$ cat config.mk
export PLATFORM = sky130hd
export DESIGN_NAME = systolic_result_drain
export DESIGN_NICKNAME = d
export VERILOG_FILES = /design/src/rtl/systolic_result_drain.sv
export SDC_FILE = /design/constraint.sdc
export NUM_CORES = 1
export LEC_CHECK = 0
export ABC_CLOCK_PERIOD_IN_PS = 13010
export CORE_MARGIN = 5
export CORE_UTILIZATION = 39
export DETAILED_ROUTE_END_ITERATION = 16
export PLACE_DENSITY = 0.76
export SYNTH_ARGS = -nofsm -noshare
export SYNTH_HDL_FRONTEND = slang
export SYNTH_SLANG_ARGS = --single-unit
$ cat constraint.sdc
create_clock -name clk -period 13.01 [get_ports clk]
set_input_delay 1.301 -clock clk [delete_from_list [all_inputs] [get_ports clk]]
set_output_delay 1.301 -clock clk [all_outputs]
set_load 0.02 [all_outputs]
$ cat src/rtl/systolic_result_drain.sv
// Result drain for the systolic matmul array: snapshots the flat result
// matrix on result_valid and streams the active eff_size x eff_size
// sub-matrix row-major over valid/ready, narrowing each element with
// optional saturation.
module systolic_result_drain #(
   parameter int SIZE       = 4,
   parameter int DATA_WIDTH = 8,
   parameter int OUT_WIDTH  = 16,
   parameter int SIGNED     = 1
) (
   input  logic                                 clk,
   input  logic                                 rst_n,
   input  logic                                 result_valid,
   input  logic [SIZE*SIZE*2*DATA_WIDTH-1:0]    result_matrix,
   input  logic [$clog2(SIZE+1)-1:0]            matrix_size,
   output logic                                 out_valid,
   input  logic                                 out_ready,
   output logic [OUT_WIDTH-1:0]                 out_data,
   output logic [$clog2(SIZE)-1:0]              out_row,
   output logic [$clog2(SIZE)-1:0]              out_col,
   output logic                                 out_last,
   output logic                                 out_sat,
   output logic                                 busy,
   output logic                                 overrun,
   input  logic                                 overrun_clr
);

   localparam int EW  = 2 * DATA_WIDTH;
   localparam int SW  = $clog2(SIZE + 1);
   localparam int IW  = $clog2(SIZE);
   localparam int NEL = SIZE * SIZE;
   localparam int XW  = $clog2(NEL);

   typedef enum logic {
      IDLE  = 1'b0,
      DRAIN = 1'b1
   } state_t;

   state_t          state_q, state_d;
   logic [IW-1:0]   row_q, row_d;
   logic [IW-1:0]   col_q, col_d;
   logic [IW-1:0]   eff_m1_q, eff_m1_d;
   logic            overrun_q, overrun_d;
   logic [EW-1:0]   snap_q [NEL];

   logic            in_drain;
   logic            xfer;
   logic            last_beat;
   logic            last_xfer;
   logic            load;
   logic [XW-1:0]   idx;
   logic [EW-1:0]   elem;
   logic [OUT_WIDTH-1:0] conv_data;
   logic            conv_sat;

   // Handshake qualifiers and snapshot-accept decision
   always_comb begin
      in_drain  = (state_q == DRAIN);
      last_beat = (row_q == eff_m1_q) && (col_q == eff_m1_q);
      xfer      = in_drain && out_ready;
      last_xfer = xfer && last_beat;
      load      = result_valid && (matrix_size != '0) && (!in_drain || last_xfer);
   end

   // Next-state: FSM, element position, effective size and sticky overrun
   always_comb begin
      state_d   = state_q;
      row_d     = row_q;
      col_d     = col_q;
      eff_m1_d  = eff_m1_q;
      overrun_d = overrun_q;

      // Set is evaluated after clear so a coincident set wins.
      if (overrun_clr) begin
         overrun_d = 1'b0;
      end
      if (result_valid && in_drain && !last_xfer) begin
         overrun_d = 1'b1;
      end

      if (load) begin
         state_d = DRAIN;
         row_d   = '0;
         col_d   = '0;
         if (matrix_size >= SW'(SIZE)) begin
            eff_m1_d = IW'(SIZE - 1);
         end else begin
            eff_m1_d = IW'(matrix_size - SW'(1));
         end
      end else if (last_xfer) begin
         state_d = IDLE;
         row_d   = '0;
         col_d   = '0;
      end else if (xfer) begin
         if (col_q == eff_m1_q) begin
            col_d = '0;
            row_d = row_q + 1'b1;
         end else begin
            col_d = col_q + 1'b1;
         end
      end
   end

   // Control state registers with synchronous active-low reset
   always_ff @(posedge clk) begin
      if (!rst_n) begin
         state_q   <= IDLE;
         row_q     <= '0;
         col_q     <= '0;
         eff_m1_q  <= '0;
         overrun_q <= 1'b0;
      end else begin
         state_q   <= state_d;
         row_q     <= row_d;
         col_q     <= col_d;
         eff_m1_q  <= eff_m1_d;
         overrun_q <= overrun_d;
      end
   end

   // Snapshot capture; contents are only meaningful while draining
   always_ff @(posedge clk) begin
      if (load) begin
         for (int unsigned k = 0; k < NEL; k++) begin
            snap_q[k] <= result_matrix[k*EW +: EW];
         end
      end
   end

   // Select the current element of the snapshot
   always_comb begin
      idx  = XW'(row_q) * XW'(SIZE) + XW'(col_q);
      elem = snap_q[idx];
   end

   generate
      if (OUT_WIDTH >= EW) begin : g_widen
         if (SIGNED != 0) begin : g_sext
            // Sign-extend into the wider output
            always_comb begin
               conv_sat  = 1'b0;
               conv_data = OUT_WIDTH'($signed(elem));
            end
         end else begin : g_zext
            // Zero-extend into the wider output
            always_comb begin
               conv_sat  = 1'b0;
               conv_data = OUT_WIDTH'(elem);
            end
         end
      end else if (SIGNED != 0) begin : g_clip_s
         logic [EW-OUT_WIDTH:0] top;
         assign top = elem[EW-1:OUT_WIDTH-1];
         // Signed clip: in range when all dropped bits match the kept sign bit
         always_comb begin
            conv_sat  = 1'b0;
            conv_data = elem[OUT_WIDTH-1:0];
            if ((top != '0) && (top != '1)) begin
               conv_sat  = 1'b1;
               conv_data = elem[EW-1] ? {1'b1, {(OUT_WIDTH-1){1'b0}}}
                                      : {1'b0, {(OUT_WIDTH-1){1'b1}}};
            end
         end
      end else begin : g_clip_u
         // Unsigned clip: any set bit above the output width saturates to max
         always_comb begin
            conv_sat  = 1'b0;
            conv_data = elem[OUT_WIDTH-1:0];
            if (elem[EW-1:OUT_WIDTH] != '0) begin
               conv_sat  = 1'b1;
               conv_data = '1;
            end
         end
      end
   endgenerate

   // Stream outputs; element-derived fields are forced to zero when idle
   always_comb begin
      out_valid = in_drain;
      busy      = in_drain;
      out_row   = row_q;
      out_col   = col_q;
      out_data  = in_drain ? conv_data : '0;
      out_sat   = in_drain && conv_sat;
      out_last  = in_drain && last_beat;
      overrun   = overrun_q;
   end

endmodule
==> summary.txt, run 1 <==
Largest net degree at the start of global routing -> 171
Worst Path Arrival -> 3.77 ns
Clk Latency, worst-skew pair -> 0.53 ns
# hold bufs at CTS -> 0
Final #Nets -> 1009
Worst Setup Start Kind -> flip-flop
Slew @ Worst Pin -> 1.07 ns
Synth async-reset ratio -> 0%
Final GP Congestion -> 0.775
Main area contributors after synthesis -> edfxtp_1 76%, mux4_2 14%, mux2i_1 3.3%
Sequential area share after synthesis -> 77.1%
Synth Cell Area -> 0.0102 mm^2
CTS clock-pin slew for the worst setup and hold paths -> 0.06 ns
Fin cells -> 1095
Crit path launch -> out_col[0]$_SDFFE_PP0P_
R2r setup slk -> 8.57 ns
Worst Path Required -> 11.71 ns
Drt total wl -> 24.5 mm
Design area -> 0.0141 mm^2
EDFF count, synth -> 256
Port bufs -> 287
Initial antenna violation count -> 1
Layout cells sized above 1 -> 14.1%
Floorplan row count -> 59
Setup crit end kind -> output port
HP Class -> flip-flop to flip-flop
WL/cell -> 22.4 um
Final setup violation count -> 0
Worst setup margin -> 7.94 ns
CTS tree -> yes
Reg2reg path depth -> 6
Worst VDD drop -> 95.7 uV
Status -> complete, no violations
Synth Instances -> 446
Post-DP HPWL -> 17.6 mm
Root Driver -> clkbuf_16
DP Worst Slack -> 8.36 ns
First-pass GRT wire length -> 35.2 mm
Die ar. -> 0.0294 mm^2
Synth Area per Inst -> 22.8 um^2
Most frequent cell after synthesis -> edfxtp_1
# Post-CTS Setup Buffers -> 0
Syn_nets -> 711
Via/cell ratio -> 4.98
Top Ports -> 289
Final Hold Fails -> 0
Reg-to-reg startpoint -> out_col[0]$_SDFFE_PP0P_
Leak Pwr -> 4.54 nW
FF+latch count, synth -> 264
Setup TNS Final -> 0 ns
Pre-Repair DR Iteration Count -> 4
Commonest cells post-synth -> 256 x edfxtp_1, 64 x mux4_2, 34 x mux2i_1, 16 x o22ai_1, 10 x nand2_1
Synth top area share -> 75.5%
Crit-path max FO -> 45
Remaining antenna violation count -> 0
Die width -> 172 um
CTS Buf Count -> 28
Worst clock skew -> 0.0158 ns
Die Span Y -> 172 um
Cell taking the most area after synthesis -> edfxtp_1
Hold Path Depth -> 2
Slew Limit Fails -> 0
CTS sink count -> 264
Max clock buf depth -> 3
Global route total overflow -> 0
Total power density per cell area -> 135 mW/mm^2
Global-route usage over all layers -> 16.2%
Warnings, synthesis -> 0
Crit Path Category -> flip-flop to output port
Worst slew margin -> 28.4%
Critical path capture point -> out_data[0]
# H-tree levels -> 1
Post-route clock period utilization -> 38.9%
F_max -> 197 MHz
Vias in the first global route -> 5929
RSZ-0062 raised after global routing -> no
Synth unique cells -> 31
Post-detailed-placement cell area -> 0.0133 mm^2
DRC -> 0
Via count -> 5456
Max-cap check violation count -> 0
Core ar. -> 0.0259 mm^2
Iteration-0 DRC Markers -> 363
Post-CTS Resized -> 0
R2r endpoint -> snap_q[2][12]$_DFFE_PP_
Minimum clock period -> 5.07 ns
Placed Cells -> 1049
Initial core utilization -> 39.3%
Area Overhead vs Synth -> 39.0%
Most used DFF post-synth -> edfxtp_1
-- worst min path at each step --
stage                               endpoint                      from
finish              eff_m1_q[0]$_SDFFE_PN0P_  eff_m1_q[0]$_SDFFE_PN0P_
detailed placement  eff_m1_q[0]$_SDFFE_PN0P_  eff_m1_q[0]$_SDFFE_PN0P_
global placement        overrun$_SDFFE_PN0P_      overrun$_SDFFE_PN0P_
global route        eff_m1_q[0]$_SDFFE_PN0P_  eff_m1_q[0]$_SDFFE_PN0P_
floorplan           eff_m1_q[1]$_SDFFE_PN0P_  eff_m1_q[1]$_SDFFE_PN0P_
CTS                 eff_m1_q[0]$_SDFFE_PN0P_  eff_m1_q[0]$_SDFFE_PN0P_
-- placed cells by master (no fill, tap or decap), drive strengths merged, types with 2 or more instances in the layout --
cell type and count:
nand2 10, o21ai 5, clkinv 10, clkdlybuf4s50 287, nand3 2, clkbuf 33, edfxtp 256, clkinvlp 2
inv 3, mux4 64, nand2b 2, nor2 3, nand3b 2, o22ai 16, mux2i 34, dfxtp 8
xnor2 4, buf 5, a21oi 3, xor2 2
-- critical path, cell delays in order, from the launching register on --
cell and delay, ns:
dfxtp_4 0.66, buf_4 0.78, mux4_2 0.59, mux2i_1 0.43
o22ai_1 0.15, clkdlybuf4s50_1 0.58
-- sequential cells by signal (all words and copies together) (netlist names) --
| signal | cells |
|---|---|
| out_row | 2 |
| out_col | 2 |
| busy | 1 |
| snap_q | 256 |
| eff_m1_q | 2 |
| overrun | 1 |
-- power breakdown --
group	internal (W)	switching [W]	total, W
Clock	0.000399	0.000298	0.000697
Sequential	0.00101	0.0000183	0.00103
Combinational	0.000111	0.0000770	0.000188
-- stage by stage --
stage | hold slack, ns | power [W] | util [%]
after floorplan | 0.472 | 0.00113 | -
final | 0.512 | 0.00191 | 54.6
after CTS | 0.518 | 0.00194 | 54.6
after detailed placement | 0.511 | 0.00124 | 51.5
after global placement | 0.474 | 0.00123 | 51.5
after global routing | 0.546 | 0.00199 | 54.6
-- final cells by class --
class                      count  area (um^2)
fill                        1984        11800
clock buffer                  33          741
sequential                   264         7860
tap                          335          419
inverter                       3         11.3
antenna                        1         2.50
clock inverter                12         55.1
multi-input combinational    155         2140
timing repair buffer         292         2920
-- logic make-up (layout without fill, tap and decap cells) --
logic type	Yosys count	after routing	share of synthesized area (%)
AND/OR/NAND/NOR	22	22	1.11
other	1	2	0.0368
XOR/XNOR	6	6	0.516
flip-flops	264	264	77.1
buffers and inverters	27	340	1.87
AO/OA/AOI/OAI	27	27	1.73
multiplexers	98	98	17.5
adder cells (fa/ha/maj)	1	1	0.123
-- metal layers --
layer / vias up / global-route usage, % / part of all wire, %
met1: 2715 / 21.0 / 38
met5: - / 0 / 0
li1: 2461 / - / -
met4: 0 / 4.99 / 2.7
met2: 244 / 26.7 / 50
met3: 36 / 4.48 / 9.3
Power figures use the tool's default switching activity.
==> run 2, diff against run 1 <==
ABC_CLOCK_PERIOD_IN_PS = 4850   (was 13010)
clock period = 4.85 ns   (was 13.01 ns; I/O delays follow)
==> run 2 against run 1 <==
Net effect: largest cell class unchanged; die area did not move; critical path depth did not move; total power rose to 2.8 times the previous value; worst hold slack got worse by 0.018 ns.
==> summary.txt, run 2 (synthesis results as in run 1) <==
Worst Path Required -> 4.37 ns
CTS tree -> yes
Drt total wl -> 24.6 mm
Most frequent cells in the layout -> 287 x clkdlybuf4s50_1, 256 x edfxtp_1, 64 x mux4_2
Die ar. -> 0.0294 mm^2
Crit-path max FO -> 31
Final Hold Fails -> 0
Via count -> 5490
Max reg flops -> 256
Largest net degree at the start of global routing -> 133
Fillers -> 1978
Commonest non-fill, non-tap cell in the layout -> clkdlybuf4s50_1
Slew @ Worst Pin -> 1.08 ns
DRC -> 0
Gate power share -> 9.7%
Critical path's top delay family -> multiplexers
Fin cells -> 1105
F_max -> 264 MHz
Worst clock skew -> 0.00901 ns
Worst Path Arrival -> 3.30 ns
Global-route usage over all layers -> 16.2%
Status -> complete, no violations
Max-cap check violation count -> 0
Core ar. -> 0.0259 mm^2
Worst path cell trace -> buf_12 -> mux4_2 -> mux2i_1 -> o22ai_1 -> clkdlybuf4s50_1
Iteration-0 DRC Markers -> 360
Pwr Total -> 0.00527 W
Area Overhead vs Synth -> 40.9%
Remaining antenna violation count -> 0
Pre-Repair DR Iteration Count -> 5
CP max-delay cell -> dfxtp_4
Max clock buf depth -> 3
Root Driver -> clkbuf_16
Initial core utilization -> 39.3%
Setup crit end kind -> output port
Final GP Congestion -> 0.852
Multi-input logic area -> 0.00220 mm^2
Flop pwr share -> 52.3%
Post-CTS Resized -> 0
Final #Nets -> 1012
CTS Buf Count -> 28
Crit Path Category -> flip-flop to output port
Leak Pwr -> 4.62 nW
WL/cell -> 22.2 um
# Post-CTS Setup Buffers -> 0
Top Ports -> 289
Port bufs -> 287
Post-DP HPWL -> 17.9 mm
Top reg by flops -> snap_q
Worst slew margin -> 28.3%
HP Class -> flip-flop to flip-flop
RSZ-0062 raised after global routing -> no
Floorplan row count -> 59
Total net switching power -> 0.00108 W
Clk Latency, worst-skew pair -> 0.52 ns
Switch share -> 20.4%
Vias in the first global route -> 6017
Slowest stage delay, CP -> 0.75 ns
# hold bufs at CTS -> 0
Die width -> 172 um
Post-route clock period utilization -> 78.1%
Via/cell ratio -> 4.97
Register Area -> 0.00786 mm^2
Util after Layout -> 55.4%
Worst VDD drop -> 265 uV
# H-tree levels -> 1
Slew Limit Fails -> 0
Minimum clock period -> 3.79 ns
Global route total overflow -> 0
Total power density per cell area -> 368 mW/mm^2
Clock power frac -> 38.0%
Die Span Y -> 172 um
Layout cells sized above 1 -> 16.3%
Worst path bufs/invs -> 2
Pint -> 0.00420 W
Worst Setup Start Kind -> flip-flop
Placed Cells -> 1052
CTS sink count -> 264
Final setup violation count -> 0
CTS clock-pin slew for the worst setup and hold paths -> 0.06 ns
First-pass GRT wire length -> 35.2 mm
Initial antenna violation count -> 6
## run 2: cell types whose count changed in the layout (fill, tap and decap cells not counted), moves of 2 or more
cell        before  now
buf_12           1    3
bufinv_16        0    2
clkinv_2         2    5
clkinvlp_4       2    0
dfxtp_1          5    3
dfxtp_2          1    3
diode_2          1    4
inv_1            3    1
inv_4            0    2
xnor2_1          4    1
xnor2_2          0    2
## run 2: stage by stage
step           hold slack [ns]  TNS, ns  area, um^2  setup slack [ns]
6_report                 0.495        0       14300              1.06
5_1_grt                  0.476        0       14300             0.859
4_1_cts                  0.482        0       14300             0.938
3_5_place_dp             0.477        0       13500              1.53
3_3_place_gp             0.475        0       13500              1.51
2_1_floorplan            0.493  -736.50       10300             -2.90
## run 2: power groups by stage
stage / Combinational, W / Clock [W] / Sequential, W
floorplan: 0.000218 / 0 / 0.00281
CTS: 0.000520 / 0.00206 / 0.00276
global placement: 0.000512 / 0 / 0.00280
global route: 0.000547 / 0.00216 / 0.00277
finish: 0.000510 / 0.00200 / 0.00276
detailed placement: 0.000518 / 0 / 0.00281
## run 2: final timing paths
check             slack, ns                    start                     end  cells after the start
setup / recovery       1.06  out_col[0]$_SDFFE_PP0P_             out_data[5]                      5
hold / removal         0.49     overrun$_SDFFE_PN0P_    overrun$_SDFFE_PN0P_                      2
setup reg to reg       1.79  out_row[0]$_SDFFE_PP0P_  snap_q[2][5]$_DFFE_PP_                      5
hold reg to reg        0.49     overrun$_SDFFE_PN0P_    overrun$_SDFFE_PN0P_                      2
## run 2: layout make-up
class / count / area share (%)
Sequential cell: 264 / 54.8
Inverter: 3 / 0.113
Antenna cell: 4 / 0.0698
Timing Repair Buffer: 295 / 20.7
Multi-Input combinational cell: 155 / 15.4
Clock buffer: 34 / 5.19
Tap cell: 335 / 2.92
Clock inverter: 15 / 0.837
## run 2: worst min-delay path, delay by kind of cell (launching register included)
| family | cells | cell delay, ns |
|---|---|---|
| and+or+nand+nor | 1 | 0.07 |
| AOI/OAI and AO/OA | 1 | 0.06 |
| DFF | 1 | 0.31 |
## run 2: routing by layer
metal / global-route usage (%) / part of all wire, % / vias to the layer above / routed length, um
li1: - / - / 2483 / -
met1: 19.9 / 37 / 2738 / 9140
met2: 27.9 / 52 / 234 / 12700
met3: 5.08 / 9.3 / 31 / 2280
met4: 4.13 / 1.7 / 4 / 416
met5: 0 / 0.14 / - / 34
==> run 3, diff against run 2 <==
ABC_CLOCK_PERIOD_IN_PS = 3100   (was 4850)
PLACE_DENSITY = 0.79   (was 0.76)
clock period = 3.1 ns   (was 4.85 ns; I/O delays follow)
==> run 3 against run 2 <==
Net effect: worst hold slack got worse by 0.16 ns; combinational power is 69% higher; global-route usage rose by 0.21 points; largest cell class unchanged; critical path depth did not move; via count up 2.2%; count of clock-buffer cells in the layout increased by 6; clock power increased by 64%; core utilization is 1.1 points higher; worst setup slack worse by 0.91 ns; routed wire length up 2.0%; total power rose by 60%; clock skew grew 0.00067 ns.
==> summary.txt, run 3 (synthesis results as in run 1) <==
Leak Pwr -> 4.89 nW
WL/cell -> 22.4 um
Register Area -> 0.00786 mm^2
Post-route clock period utilization -> 95.0%
Final #Nets -> 1027
Worst Path Arrival -> 2.64 ns
Max-cap check violation count -> 0
Post-DP HPWL -> 18.5 mm
CTS clock-pin slew for the worst setup and hold paths -> 0.06 ns
Slew Limit Fails -> 0
CTS tree -> yes
CTS sink count -> 264
Fillers -> 1952
Iteration-0 DRC Markers -> 318
Fin Hold WS -> 0.333 ns
DRC -> 0
Vias in the first global route -> 6110
RSZ-0062 raised after global routing -> no
Global-route usage over all layers -> 16.4%
Clk Latency, worst-skew pair -> 0.53 ns
Minimum clock period -> 2.95 ns
Via count -> 5610
Initial antenna violation count -> 0
Final Hold Fails -> 0
Commonest non-fill, non-tap cell in the layout -> clkdlybuf4s50_1
Slew @ Worst Pin -> 0.535 ns
Final setup violation count -> 0
Worst clock skew -> 0.00969 ns
Worst slew margin -> 64.3%
CTS Buf Count -> 28
First-pass GRT wire length -> 35.8 mm
Max reg flops -> 256
Multi-input logic area -> 0.00224 mm^2
Core ar. -> 0.0259 mm^2
Status -> complete, no violations
Initial core utilization -> 39.3%
Reg2reg path depth -> 6
Top reg by flops -> snap_q
Crit Path Category -> flip-flop to output port
Placed Cells -> 1065
Layout cells sized above 1 -> 18.5%
Die width -> 172 um
# H-tree levels -> 1
Die ar. -> 0.0294 mm^2
Crit-path max FO -> 13
Worst setup margin -> 0.155 ns
Port bufs -> 287
Largest net degree at the start of global routing -> 58
R2r endpoint -> snap_q[11][4]$_DFFE_PP_
R2r setup slk -> 0.76 ns
Post-detailed-placement cell area -> 0.0136 mm^2
Top Ports -> 289
# hold bufs at CTS -> 0
Via/cell ratio -> 5.01
Final GP Congestion -> 0.781
HP Class -> input pin to flip-flop
DP Worst Slack -> 0.355 ns
Design area -> 0.0146 mm^2
Global route total overflow -> 0
Worst Path Required -> 2.79 ns
Area Overhead vs Synth -> 43.6%
Pwr Total -> 0.00844 W
Drt total wl -> 25.1 mm
Max clock buf depth -> 3
N_diodes -> 0
Pre-Repair DR Iteration Count -> 4
Reg-to-reg startpoint -> out_col[0]$_SDFFE_PP0P_
Root Driver -> clkbuf_16
Floorplan row count -> 59
F_max -> 340 MHz
Worst VDD drop -> 474 uV
Critical path capture point -> out_data[9]
Most frequent cells in the layout -> 273 x clkdlybuf4s50_1, 256 x edfxtp_1, 64 x mux4_2
Worst Setup Start Kind -> flip-flop
Fin cells -> 1119
Total power density per cell area -> 577 mW/mm^2
Die Span Y -> 172 um
Crit path launch -> out_col[0]$_SDFFE_PP0P_
Remaining antenna violation count -> 0
Setup crit end kind -> output port
run 3: what timing repair did:
action,4_1_cts,5_1_grt
setup buffers,2,0
gates resized for setup,21,7
endpoints found under the setup margin,16,7
run 3: area by class of cell:
cell class                 count  share of cell area [%]
clock buffer                  40                    5.38
timing repair buffer         310                    21.7
multi-input combinational    155                    15.3
sequential                   264                    53.8
clock inverter                12                   0.899
tap                          335                    2.87
inverter                       3                  0.0770
run 3: layer usage:
metal | global-route usage [%] | wire (um) | vias up
met5 | 0 | 0 | -
met4 | 3.69 | 516 | 0
met3 | 3.54 | 1860 | 47
met2 | 28.9 | 12900 | 219
met1 | 20.8 | 9750 | 2830
li1 | - | - | 2514
run 3: report_power, final:
part / internal [W] / total [W] / switching (W)
logic: 0.000511 / 0.000861 / 0.000350
registers: 0.00422 / 0.00430 / 0.0000738
clock network: 0.00200 / 0.00328 / 0.00128
total: 0.00674 / 0.00844 / 0.00170
run 3: how the worst min path moves through the flow:
stage | from | endpoint | slack [ns] | cells after the start
after floorplan | result_matrix[0] | snap_q[0][0]$_DFFE_PP_ | 0.41 | 0
after global placement | overrun$_SDFFE_PN0P_ | overrun$_SDFFE_PN0P_ | 0.47 | 2
after detailed placement | overrun$_SDFFE_PN0P_ | overrun$_SDFFE_PN0P_ | 0.49 | 2
after CTS | result_matrix[48] | snap_q[3][0]$_DFFE_PP_ | 0.30 | 1
after global routing | result_matrix[68] | snap_q[4][4]$_DFFE_PP_ | 0.31 | 1
final | result_matrix[48] | snap_q[3][0]$_DFFE_PP_ | 0.33 | 1
run 3: stage by stage:
step | utilization, % | TNS, ns
6_report | 56.4 | 0
4_1_cts | 56.4 | 0
5_1_grt | 56.4 | 0
2_1_floorplan | - | -1188.00
3_3_place_gp | 52.5 | 0
3_5_place_dp | 52.5 | 0
run 3: worst max-delay path, stage by stage, from the launching register on:
cell and delay (ns):
dfxtp_4 0.47, buf_12 0.20, mux4_2 0.52, mux2i_2 0.25, o22ai_1 0.11, clkdlybuf4s50_1 0.56
